File: src/rtl/iterative_exec_unit_if.sv
// Request/writeback bundle between the register file read ports and the iterative execute unit.
// master: issues start/op/operands and observes status; slave: the execute unit.
interface iterative_exec_unit_if #(
  parameter int WIDTH      = 32,
  parameter int REG_ADDR_W = 2
);
  logic                  start;
  logic [2:0]            op;
  logic [WIDTH-1:0]      src1;
  logic [WIDTH-1:0]      src2;
  logic [REG_ADDR_W-1:0] dest;

  logic                  busy;
  logic                  write_enable;
  logic [REG_ADDR_W-1:0] write_register;
  logic [WIDTH-1:0]      write_data;
  logic                  zero;
  logic                  err;

  modport master (
    output start, op, src1, src2, dest,
    input  busy, write_enable, write_register, write_data, zero, err
  );

  modport slave (
    input  start, op, src1, src2, dest,
    output busy, write_enable, write_register, write_data, zero, err
  );
endinterface

File: src/rtl/iterative_exec_unit.sv
// Execute stage: single-cycle ALU ops plus WIDTH-cycle shift-add MUL (and restoring DIV when EXEC_UNIT_DIV_EN).
// Write strobe 1 cycle after start (WIDTH+1 for MUL/DIV); start is dropped, not queued, while busy.
module iterative_exec_unit #(
  parameter int WIDTH      = 32,
  parameter int REG_ADDR_W = 2
) (
  input logic                  clk,
  input logic                  reset,
  iterative_exec_unit_if.slave bus
);

  localparam int CNT_W = $clog2(WIDTH);

  localparam logic [2:0] OP_ADD = 3'b000;
  localparam logic [2:0] OP_SUB = 3'b001;
  localparam logic [2:0] OP_AND = 3'b010;
  localparam logic [2:0] OP_OR  = 3'b011;
  localparam logic [2:0] OP_MUL = 3'b100;
  localparam logic [2:0] OP_SLT = 3'b101;
`ifdef EXEC_UNIT_DIV_EN
  localparam logic [2:0] OP_DIV = 3'b110;
`endif

  typedef enum logic [1:0] {
    IDLE = 2'd0,
    ITER = 2'd1,
    WB   = 2'd2
  } state_t;

  state_t state, state_nxt;

  logic [CNT_W-1:0]      cnt;
  // acc: product accumulator or partial remainder.
  // opa: multiplier (shifts right) or dividend/quotient (shifts left).
  // opb: multiplicand (shifts left) or divisor (static).
  logic [WIDTH-1:0]      acc;
  logic [WIDTH-1:0]      opa;
  logic [WIDTH-1:0]      opb;
  logic [REG_ADDR_W-1:0] dest_q;

  logic                  busy_q;
  logic                  we_q;
  logic [REG_ADDR_W-1:0] wreg_q;
  logic [WIDTH-1:0]      wdata_q;
  logic                  zero_q;
  logic                  err_q;

  logic                  op_single;
  logic                  op_iter;
  logic [WIDTH-1:0]      single_res;
  logic [WIDTH-1:0]      step_acc;
  logic [WIDTH-1:0]      step_opa;
  logic [WIDTH-1:0]      step_opb;
  logic [WIDTH-1:0]      iter_res;

  logic                  accept_single;
  logic                  accept_iter;
  logic                  reject;
  logic                  last_iter;

`ifdef EXEC_UNIT_DIV_EN
  logic                  op_div;
  logic                  is_div;
  logic [WIDTH:0]        div_shift;
  logic                  div_ge;
  logic [WIDTH-1:0]      div_sub;
`endif

  // Opcode decode and single-cycle result from the live operands.
  always_comb begin
    op_single  = 1'b0;
    op_iter    = 1'b0;
    single_res = '0;
`ifdef EXEC_UNIT_DIV_EN
    op_div     = 1'b0;
`endif
    case (bus.op)
      OP_ADD: begin
        op_single  = 1'b1;
        single_res = bus.src1 + bus.src2;
      end
      OP_SUB: begin
        op_single  = 1'b1;
        single_res = bus.src1 - bus.src2;
      end
      OP_AND: begin
        op_single  = 1'b1;
        single_res = bus.src1 & bus.src2;
      end
      OP_OR: begin
        op_single  = 1'b1;
        single_res = bus.src1 | bus.src2;
      end
      OP_SLT: begin
        op_single  = 1'b1;
        single_res = {{(WIDTH-1){1'b0}}, (bus.src1 < bus.src2)};
      end
      OP_MUL: op_iter = 1'b1;
`ifdef EXEC_UNIT_DIV_EN
      OP_DIV: begin
        op_iter = 1'b1;
        op_div  = 1'b1;
      end
`endif
      default: ;
    endcase
  end

  // One iteration step of the multi-cycle datapath.
  always_comb begin
    step_acc = acc + (opa[0] ? opb : '0);
    step_opa = opa >> 1;
    step_opb = opb << 1;
`ifdef EXEC_UNIT_DIV_EN
    div_shift = {acc, opa[WIDTH-1]};
    div_ge    = (div_shift >= {1'b0, opb});
    div_sub   = div_shift[WIDTH-1:0] - opb;
    // A zero divisor always "fits", which yields the all-ones quotient naturally.
    if (is_div) begin
      step_opb = opb;
      if (div_ge) begin
        step_acc = div_sub;
        step_opa = {opa[WIDTH-2:0], 1'b1};
      end else begin
        step_acc = div_shift[WIDTH-1:0];
        step_opa = {opa[WIDTH-2:0], 1'b0};
      end
    end
`endif
  end

`ifdef EXEC_UNIT_DIV_EN
  assign iter_res = is_div ? step_opa : step_acc;
`else
  assign iter_res = step_acc;
`endif

  always_ff @(posedge clk or posedge reset) begin
    if (reset) state <= IDLE;
    else       state <= state_nxt;
  end

  always_comb begin
    state_nxt     = state;
    accept_single = 1'b0;
    accept_iter   = 1'b0;
    reject        = 1'b0;
    last_iter     = 1'b0;
    case (state)
      IDLE: begin
        if (bus.start) begin
          if (op_single) begin
            accept_single = 1'b1;
            state_nxt     = WB;
          end else if (op_iter) begin
            accept_iter = 1'b1;
            state_nxt   = ITER;
          end else begin
            reject = 1'b1;
          end
        end
      end
      ITER: begin
        if (cnt == CNT_W'(WIDTH - 1)) begin
          last_iter = 1'b1;
          state_nxt = WB;
        end
      end
      WB:      state_nxt = IDLE;
      default: state_nxt = IDLE;
    endcase
  end

  always_ff @(posedge clk or posedge reset) begin
    if (reset) begin
      cnt     <= '0;
      acc     <= '0;
      opa     <= '0;
      opb     <= '0;
      dest_q  <= '0;
      busy_q  <= 1'b0;
      we_q    <= 1'b0;
      wreg_q  <= '0;
      wdata_q <= '0;
      zero_q  <= 1'b0;
      err_q   <= 1'b0;
`ifdef EXEC_UNIT_DIV_EN
      is_div  <= 1'b0;
`endif
    end else begin
      busy_q <= (state_nxt != IDLE);
      we_q   <= accept_single | last_iter;
      err_q  <= reject;

      if (accept_single) begin
        wreg_q  <= bus.dest;
        wdata_q <= single_res;
        zero_q  <= (single_res == '0);
      end

      if (accept_iter) begin
        cnt    <= '0;
        acc    <= '0;
        dest_q <= bus.dest;
`ifdef EXEC_UNIT_DIV_EN
        is_div <= op_div;
        opa    <= op_div ? bus.src1 : bus.src2;
        opb    <= op_div ? bus.src2 : bus.src1;
`else
        opa    <= bus.src2;
        opb    <= bus.src1;
`endif
      end else if (state == ITER) begin
        cnt <= cnt + 1'b1;
        acc <= step_acc;
        opa <= step_opa;
        opb <= step_opb;
      end

      if (last_iter) begin
        wreg_q  <= dest_q;
        wdata_q <= iter_res;
        zero_q  <= (iter_res == '0);
      end
    end
  end

  assign bus.busy           = busy_q;
  assign bus.write_enable   = we_q;
  assign bus.write_register = wreg_q;
  assign bus.write_data     = wdata_q;
  assign bus.zero           = zero_q;
  assign bus.err            = err_q;

endmodule

File: src/flat_wrapper.sv
// flat-port wrapper written by rule: the top's interface ports become plain ports
module iterative_exec_unit_flat 
#(
  parameter int WIDTH      = 32,
  parameter int REG_ADDR_W = 2
)
  (clk, reset, bus_start, bus_op, bus_src1, bus_src2, bus_dest, bus_busy, bus_write_enable, bus_write_register, bus_write_data, bus_zero, bus_err);
  iterative_exec_unit_if #(.WIDTH(WIDTH), .REG_ADDR_W(REG_ADDR_W)) bus_i ();
  input logic clk;
  input logic reset;
  input wire logic [$bits(bus_i.start)-1:0] bus_start;
  input wire logic [$bits(bus_i.op)-1:0] bus_op;
  input wire logic [$bits(bus_i.src1)-1:0] bus_src1;
  input wire logic [$bits(bus_i.src2)-1:0] bus_src2;
  input wire logic [$bits(bus_i.dest)-1:0] bus_dest;
  output wire logic [$bits(bus_i.busy)-1:0] bus_busy;
  output wire logic [$bits(bus_i.write_enable)-1:0] bus_write_enable;
  output wire logic [$bits(bus_i.write_register)-1:0] bus_write_register;
  output wire logic [$bits(bus_i.write_data)-1:0] bus_write_data;
  output wire logic [$bits(bus_i.zero)-1:0] bus_zero;
  output wire logic [$bits(bus_i.err)-1:0] bus_err;
  assign bus_i.start = bus_start;
  assign bus_i.op = bus_op;
  assign bus_i.src1 = bus_src1;
  assign bus_i.src2 = bus_src2;
  assign bus_i.dest = bus_dest;
  assign bus_busy = bus_i.busy;
  assign bus_write_enable = bus_i.write_enable;
  assign bus_write_register = bus_i.write_register;
  assign bus_write_data = bus_i.write_data;
  assign bus_zero = bus_i.zero;
  assign bus_err = bus_i.err;
  iterative_exec_unit #(.WIDTH(WIDTH), .REG_ADDR_W(REG_ADDR_W)) u_core (.clk(clk), .reset(reset), .bus(bus_i));
endmodule
File: config.mk
export PLATFORM = sky130hd
export DESIGN_NAME = iterative_exec_unit_flat
export DESIGN_NICKNAME = d
export VERILOG_FILES = /design/src/rtl/iterative_exec_unit_if.sv /design/src/rtl/iterative_exec_unit.sv /design/src/flat_wrapper.sv
export SDC_FILE = /design/constraint.sdc
export NUM_CORES = 1
export LEC_CHECK = 0
export BUFFER_PORTS_ARGS = -buffer_cell sky130_fd_sc_hd__buf_2
export CORE_MARGIN = 3
export CORE_UTILIZATION = 60
export CTS_CLUSTER_DIAMETER = 200
export CTS_CLUSTER_SIZE = 28
export DETAILED_ROUTE_END_ITERATION = 10
export PLACE_DENSITY = 0.8
export SYNTH_ARGS = -nofsm -noshare
export SYNTH_HDL_FRONTEND = slang
export SYNTH_SLANG_ARGS = --single-unit
File: constraint.sdc
create_clock -name clk -period 5.6 [get_ports clk]
set_clock_uncertainty 0.2 [all_clocks]
set_input_delay 0.28 -clock clk [delete_from_list [all_inputs] [get_ports clk]]
set_output_delay 0.28 -clock clk [all_outputs]
set_load 0.05 [all_outputs]
==> results_dict.tcl, run 1 <==
set metrics [dict create \
    status "finished with violations" \
    failed_checks "DRC, hold timing" \
    postSynthCellCount 1698 \
    clk_pin_slew_worst_paths_ns 0.07 \
    post_cts_buffers 0 \
    async_flop_share 1.00 \
    power_leakage_nw 7.00 \
    fin_cells 2074 \
    start_kind "input pin" \
    met2_usage 0.590 \
    whs_ns -0.00645 \
    use_met3 0.0602 \
    synth_top_area_frac 0.272 \
    cap_violations 0 \
    design_area_um2 14900 \
    pre_cts_slack_ns 1.28 \
    relSlewSlack 0.228 \
    dpl.cell_count 1995 \
    grt_max_degree 110 \
    synth.distinct_cells 86 \
    die_h_um 154 \
    synth_common_cells "237 x nand2_1, 158 x nor2_1, 143 x dfrtp_1" \
    rows 53 \
    coreArea_um2 21300 \
    via_per_inst 6.45 \
    slew_violations 0 \
    synth.yosys.seq_area_share 0.272 \
    cts_resized 0 \
    antenna_found_initial 0 \
    wl_per_cell_um 21.0 \
    required_ns 5.76 \
    syn_avg_cell_area_um2 7.75 \
    grt.busiest_layer "met2" \
    ys_ff_latch 143 \
    synth_ff_type "dfrtp_1" \
    ios 110 \
    irDropWorstVdd_v 0.000366 \
    postLayoutSetupSlackWorst_ns 1.18 \
    min_period_over_period 0.790 \
    drive_gt1_frac 0.113 \
    clock_path_buffers 2 \
    track_usage 0.360 \
    drtIter0Drc 1289 \
    routed_wl_um 43500 \
    dpl_cell_area_um2 13800 \
    met1_usage 0.471 \
    hold_viol 1 \
    syn_area_um2 13200 \
    clock_sinks 143 \
    synth.area.top_cells "dfrtp_1 27%, ha_1 13%, nand2_1 6.8%, nor2_1 4.5%, o21ai_0 4.0%" \
    die_x_um 154 \
    syn_nets 1911 \
    crit_path_end_kind "flip-flop" \
    vias 13400 \
    portBuffers 109 \
    n_antenna_cell 0 \
    fill_cells 1703 \
    cts_htree_levels 4 \
    crit_type "input pin to flip-flop" \
    ys_warn_count 0 \
    design.final.nets 1999 \
    grt_pass1_vias 12800 \
    synth_most_common_cell "nand2_1" \
    cts.root.buffer_cell "clkbuf_16" \
    dp_hpwl_um 31700 \
    power_density_nw_per_um2 483 \
    clock.fmax_ghz 0.226 \
    synth_largest_area_cell "dfrtp_1" \
    final-setup-viol-count 0 \
    drc_errors 1 \
    die-area_um2 23700 \
    grt_pass1_wl_um 69000 \
    ant_nets 0 \
    cts-hold-fix-buffers 47 \
    gr-total-overflow 0 \
    cts_buffers 17 \
    arrival_ns 4.58 \
    worstSkewPairLatency_ns 0.43 \
    area_growth_syn_to_layout_pct 13.0 \
    rrSetupSlack_ns 1.18 \
    cp_max_fo 6 \
    setup_tns_ns 0 \
    fin_crit_ns 4.42 \
    first_pass_iters 11 \
    synth_edf_count 0 \
    cts_tree "done" \
    place.gp.congestion 1.01 \
    rsz0062_at_grt "no" \
    hold_class "input pin to flip-flop" \
    start_util 0.618 \
    worst_pin_slew_ns 1.16 \
]
-- cells by family after synthesis --
kind of cell	count (synthesis)	synth area share
xor gates and xnor gates	34	0.0226
adders and majority gates	141	0.136
buffers and inverters	210	0.0612
DFF	143	0.272
muxes	21	0.0163
and+or+nand+nor	629	0.222
AOI/OAI and AO/OA	520	0.270
-- through the flow --
| stage | power, mW | utilization |
|---|---|---|
| 2_1_floorplan | 4.78 | - |
| 3_3_place_gp | 5.81 | 0.648 |
| 3_5_place_dp | 5.87 | 0.648 |
| 4_1_cts | 7.11 | 0.698 |
| 5_1_grt | 7.65 | 0.698 |
| 6_report | 7.18 | 0.698 |
-- layout by cell type, fill, tap and decap left out, types with 13 or more instances in the layout --
cell type / Yosys / routed
inv_1: 106 / 105
nor2b_1: 16 / 16
nor3_1: 24 / 22
a31oi_1: 64 / 64
nand3_1: 54 / 54
nand4_1: 15 / 15
o22ai_1: 14 / 14
xnor2_1: 21 / 21
o31ai_1: 19 / 19
dlygate4sd3_1: 0 / 47
o21ai_0: 105 / 105
buf_4: 0 / 17
a21o_1: 21 / 21
a211oi_1: 15 / 15
dfrtp_1: 143 / 143
nor2_1: 158 / 158
nand2_1: 237 / 237
xor2_1: 13 / 13
o21bai_1: 13 / 13
ha_1: 138 / 138
mux2i_1: 18 / 18
clkbuf_16: 0 / 17
and2_1: 39 / 39
buf_2: 7 / 109
nand2b_1: 18 / 17
a21oi_1: 96 / 96
a22oi_1: 19 / 19
o211ai_1: 26 / 26
-- report_power, final --
group          leakage [nW]  total [mW]  internal, mW  switching [mW]
sequential             1.70        1.87          1.50           0.367
combinational          5.01        4.12          1.44            2.68
clock                 0.279        1.19         0.679           0.515
total                  7.00        7.18          3.62            3.56
-- state kept, by name, indices dropped and copies added (netlist names) --
| name | count |
|---|---|
| u_core.acc | 32 |
| u_core.bus.write_data | 32 |
| u_core.opa | 32 |
| u_core.opb | 32 |
| u_core.cnt | 5 |
| u_core.bus.write_register | 2 |
| u_core.dest_q | 2 |
| u_core.state | 2 |
| u_core.bus.busy | 1 |
| u_core.bus.err | 1 |
| u_core.bus.write_enable | 1 |
| u_core.bus.zero | 1 |
-- area by class of cell --
| type | instances | area, um2 | area share |
|---|---|---|---|
| Clock buffer | 19 | 443 | 0.0298 |
| Tap cell | 275 | 344 | 0.0232 |
| Inverter | 106 | 403 | 0.0271 |
| Clock inverter | 13 | 154 | 0.0104 |
| Sequential cell | 143 | 3580 | 0.241 |
| Timing Repair Buffer | 173 | 1140 | 0.0769 |
| Multi-Input combinational cell | 1345 | 8800 | 0.592 |
-- final timing paths --
check / to / depth (start not counted) / from
worst min register to register: u_core.bus.write_register[0]$_DFFE_PP0P_ / 2 / u_core.bus.write_register[0]$_DFFE_PP0P_
min in group asynchronous: u_core.opb[27]$_DFFE_PP0P_ / 3 / reset
max in group asynchronous: u_core.opb[16]$_DFFE_PP0P_ / 4 / reset
worst min-delay path: u_core.opb[25]$_DFFE_PP0P_ / 3 / bus_src1[25]
worst max register to register: u_core.bus.zero$_DFFE_PP0P_ / 15 / u_core.opa[0]$_DFFE_PP0P_
worst max-delay path: u_core.bus.zero$_DFFE_PP0P_ / 16 / bus_src2[0]
-- worst max-delay path, cell delays in order --
cell,delay [ns]
dlygate4sd3_1,0.54
buf_2,0.15
ha_1,0.21
fa_1,0.38
nor2_1,0.17
o311ai_1,0.15
a31oi_2,0.37
a22oi_1,0.28
a32oi_1,0.59
a2111o_1,0.26
o221ai_1,0.16
nor4_1,0.31
nand4_1,0.20
nor4b_2,0.28
nand4_1,0.12
nand3_1,0.11
-- routing by layer --
layer	vias to the layer above	routed length, um
li1	6268	-
met1	6365	18300
met2	632	20000
met3	115	3230
met4	0	2000
met5	-	0
Note: power is estimated with default switching activity, not from simulation.
==> inputs of run 2 (changes only) <==
ABC_AREA = 1   (was default)
CORE_UTILIZATION = 57   (was 60)
PLACE_DENSITY = 0.79   (was 0.8)
clock period = 3.9 ns   (was 5.6 ns; I/O delays follow)
==> results_dict.tcl, run 2 <==
set metrics [dict create \
    multi_input_area_um2 9380 \
    cts_tree "done" \
    hold_depth 3 \
    cts.root.buffer_cell "clkbuf_16" \
    cts_htree_levels 4 \
    antenna_found_initial 0 \
    ios 110 \
    fill_cells 2366 \
    rows 58 \
    clk_pin_slew_worst_paths_ns 0.07 \
    syn_area_um2 15000 \
    synth_edf_count 0 \
    irDropWorstVdd_v 0.000408 \
    routed_wl_um 56200 \
    required_ns 4.05 \
    synth.yosys.seq_area_share 0.239 \
    power_leakage_nw 9.57 \
    reg2regPathDepth 8 \
    synth.distinct_cells 49 \
    cts_buffers 17 \
    gr-total-overflow 0 \
    layout_commonest_cell "nand2_1" \
    slew_violations 0 \
    layout_common_cells "690 x nand2_1, 405 x inv_1, 245 x nor2_1, 218 x o21ai_0, 186 x nand3_1" \
    cts_resized 0 \
    power_density_nw_per_um2 524 \
    crit_path_end_kind "flip-flop" \
    worst_pin_slew_ns 0.993 \
    hold_class "input pin to flip-flop" \
    die-area_um2 28300 \
    arrival_ns 3.60 \
    syn_avg_cell_area_um2 6.08 \
    vias 17200 \
    area_growth_syn_to_layout_pct 13.2 \
    syn_nets 2681 \
    whs_ns 0.0155 \
    portBuffers 109 \
    drtIter0Drc 2304 \
    postSynthCellCount 2468 \
    rrSetupSlack_ns 0.45 \
    synth_largest_area_cell "dfrtp_1" \
    postLayoutSetupSlackWorst_ns 0.449 \
    r2r-end "u_core.opb[8]$_DFFE_PP0P_" \
    grt_max_degree 144 \
    wl_per_cell_um 19.1 \
    synth_common_cells "692 x nand2_1, 407 x inv_1, 247 x nor2_1" \
    hold_viol 0 \
    design.final.nets 2812 \
    die_x_um 168 \
    grt_pass1_wl_um 87700 \
    cap_violations 0 \
    place.gp.congestion 1.05 \
    final-setup-viol-count 0 \
    crit_start "u_core.state[0]$_DFF_PP0_" \
    synth_most_common_cell "nand2_1" \
    n_antenna_cell 0 \
    fin_crit_ns 3.45 \
    drc_errors 0 \
    via_per_inst 5.85 \
    synth_top_area_frac 0.239 \
    synth_ff_type "dfrtp_1" \
    regArea_um2 3580 \
    ys_warn_count 0 \
    coreArea_um2 25500 \
    worstSkewPairLatency_ns 0.45 \
    setup_tns_ns 0 \
    reg2reg_from "u_core.state[0]$_DFF_PP0_" \
    drive_gt1_frac 0.0938 \
    final_util 0.665 \
    clock_path_buffers 2 \
    crit_type "flip-flop to flip-flop" \
    post_cts_buffers 0 \
    cp_max_fo 56 \
    status "finished, final reports clean" \
    track_usage 0.390 \
    worstHoldStart "bus_src1[9]" \
    first_pass_iters 6 \
    start_util 0.587 \
    min_period_over_period 0.885 \
    start_kind "flip-flop" \
    die_h_um 168 \
    ys_ff_latch 143 \
    relSlewSlack 0.332 \
    clock_sinks 143 \
    synth.area.top_cells "dfrtp_1 24%, nand2_1 17%, ha_1 12%, inv_1 10%, o21ai_0 7.3%" \
    ant_nets 0 \
    min_to "u_core.opb[9]$_DFFE_PP0P_" \
    async_flop_share 1.00 \
    rsz0062_at_grt "no" \
    dp_hpwl_um 42200 \
    clock.fmax_ghz 0.290 \
    grt_pass1_vias 16700 \
    pre_cts_slack_ns 0.587 \
]
## run 2: changes by cell type after synthesis, moves of 46 or more
cell / delta
o21ai_0: +113
inv_1: +301
nand2_1: +455
a31oi_1: -54
clkbuf_1: -46
nand3_1: +132
nor2_1: +89
## run 2: worst max-delay path, stage by stage, from the launching register on
cell and delay, ns:
dfrtp_1 0.55, nor2_1 0.26, inv_1 0.14, nor4_2 0.76, inv_2 0.30, buf_4 0.37, o21ai_0 0.26, o21ai_0 0.32
o21ai_0 0.17
## run 2: worst max path at each step
stage | end | slack [ns] | depth (start not counted)
after detailed placement | u_core.bus.zero$_DFFE_PP0P_ | 0.59 | 18
after floorplan | u_core.bus.zero$_DFFE_PP0P_ | 1.03 | 21
after global routing | u_core.bus.zero$_DFFE_PP0P_ | 0.25 | 21
final | u_core.opb[8]$_DFFE_PP0P_ | 0.45 | 8
after CTS | u_core.bus.zero$_DFFE_PP0P_ | 0.59 | 18
after global placement | u_core.bus.zero$_DFFE_PP0P_ | 0.56 | 18
## run 2: final cells by class
cell class	instances	area share
Timing Repair Buffer	194	0.0806
Tap cell	330	0.0243
Inverter	437	0.0968
Multi-Input combinational cell	1806	0.552
Clock buffer	17	0.0251
Sequential cell	143	0.211
Clock inverter	15	0.0100
## run 2: per-stage QoR
step	instances	power, mW	instance area [um2]
detailed placement	2841	6.95	15700
floorplan	2468	5.67	15000
CTS	2942	8.73	17000
global placement	2841	6.83	15700
finish	2942	8.89	17000
global route	2942	9.51	17000
## run 2: repair_timing
action,4_1_cts,5_1_grt
endpoints found under the setup margin,0,0
endpoints found under the hold margin,210,0
hold buffers,69,0
## run 2: metal layers
metal,vias up,GRT usage,routed length [um]
met5,-,0,0
met4,0,0.154,2660
met3,214,0.0796,5540
met2,969,0.638,25000
met1,7952,0.507,22900
li1,8064,-,-
## run 2: where the power goes
group	switching, mW	internal [mW]
Sequential	0.358	2.07
Clock	0.857	0.862
Combinational	3.32	1.41
## run 2: logic make-up (layout without fill, tap and decap cells)
family                     Yosys count  after routing  share of synthesized area
xor gates and xnor gates             9              9                    0.00576
DFF                                143            143                      0.239
buffers and inverters              519            663                      0.137
and+or+nand+nor                   1230           1230                      0.344
AOI/OAI and AO/OA                  426            426                      0.156
adders and majority gates          141            141                      0.119
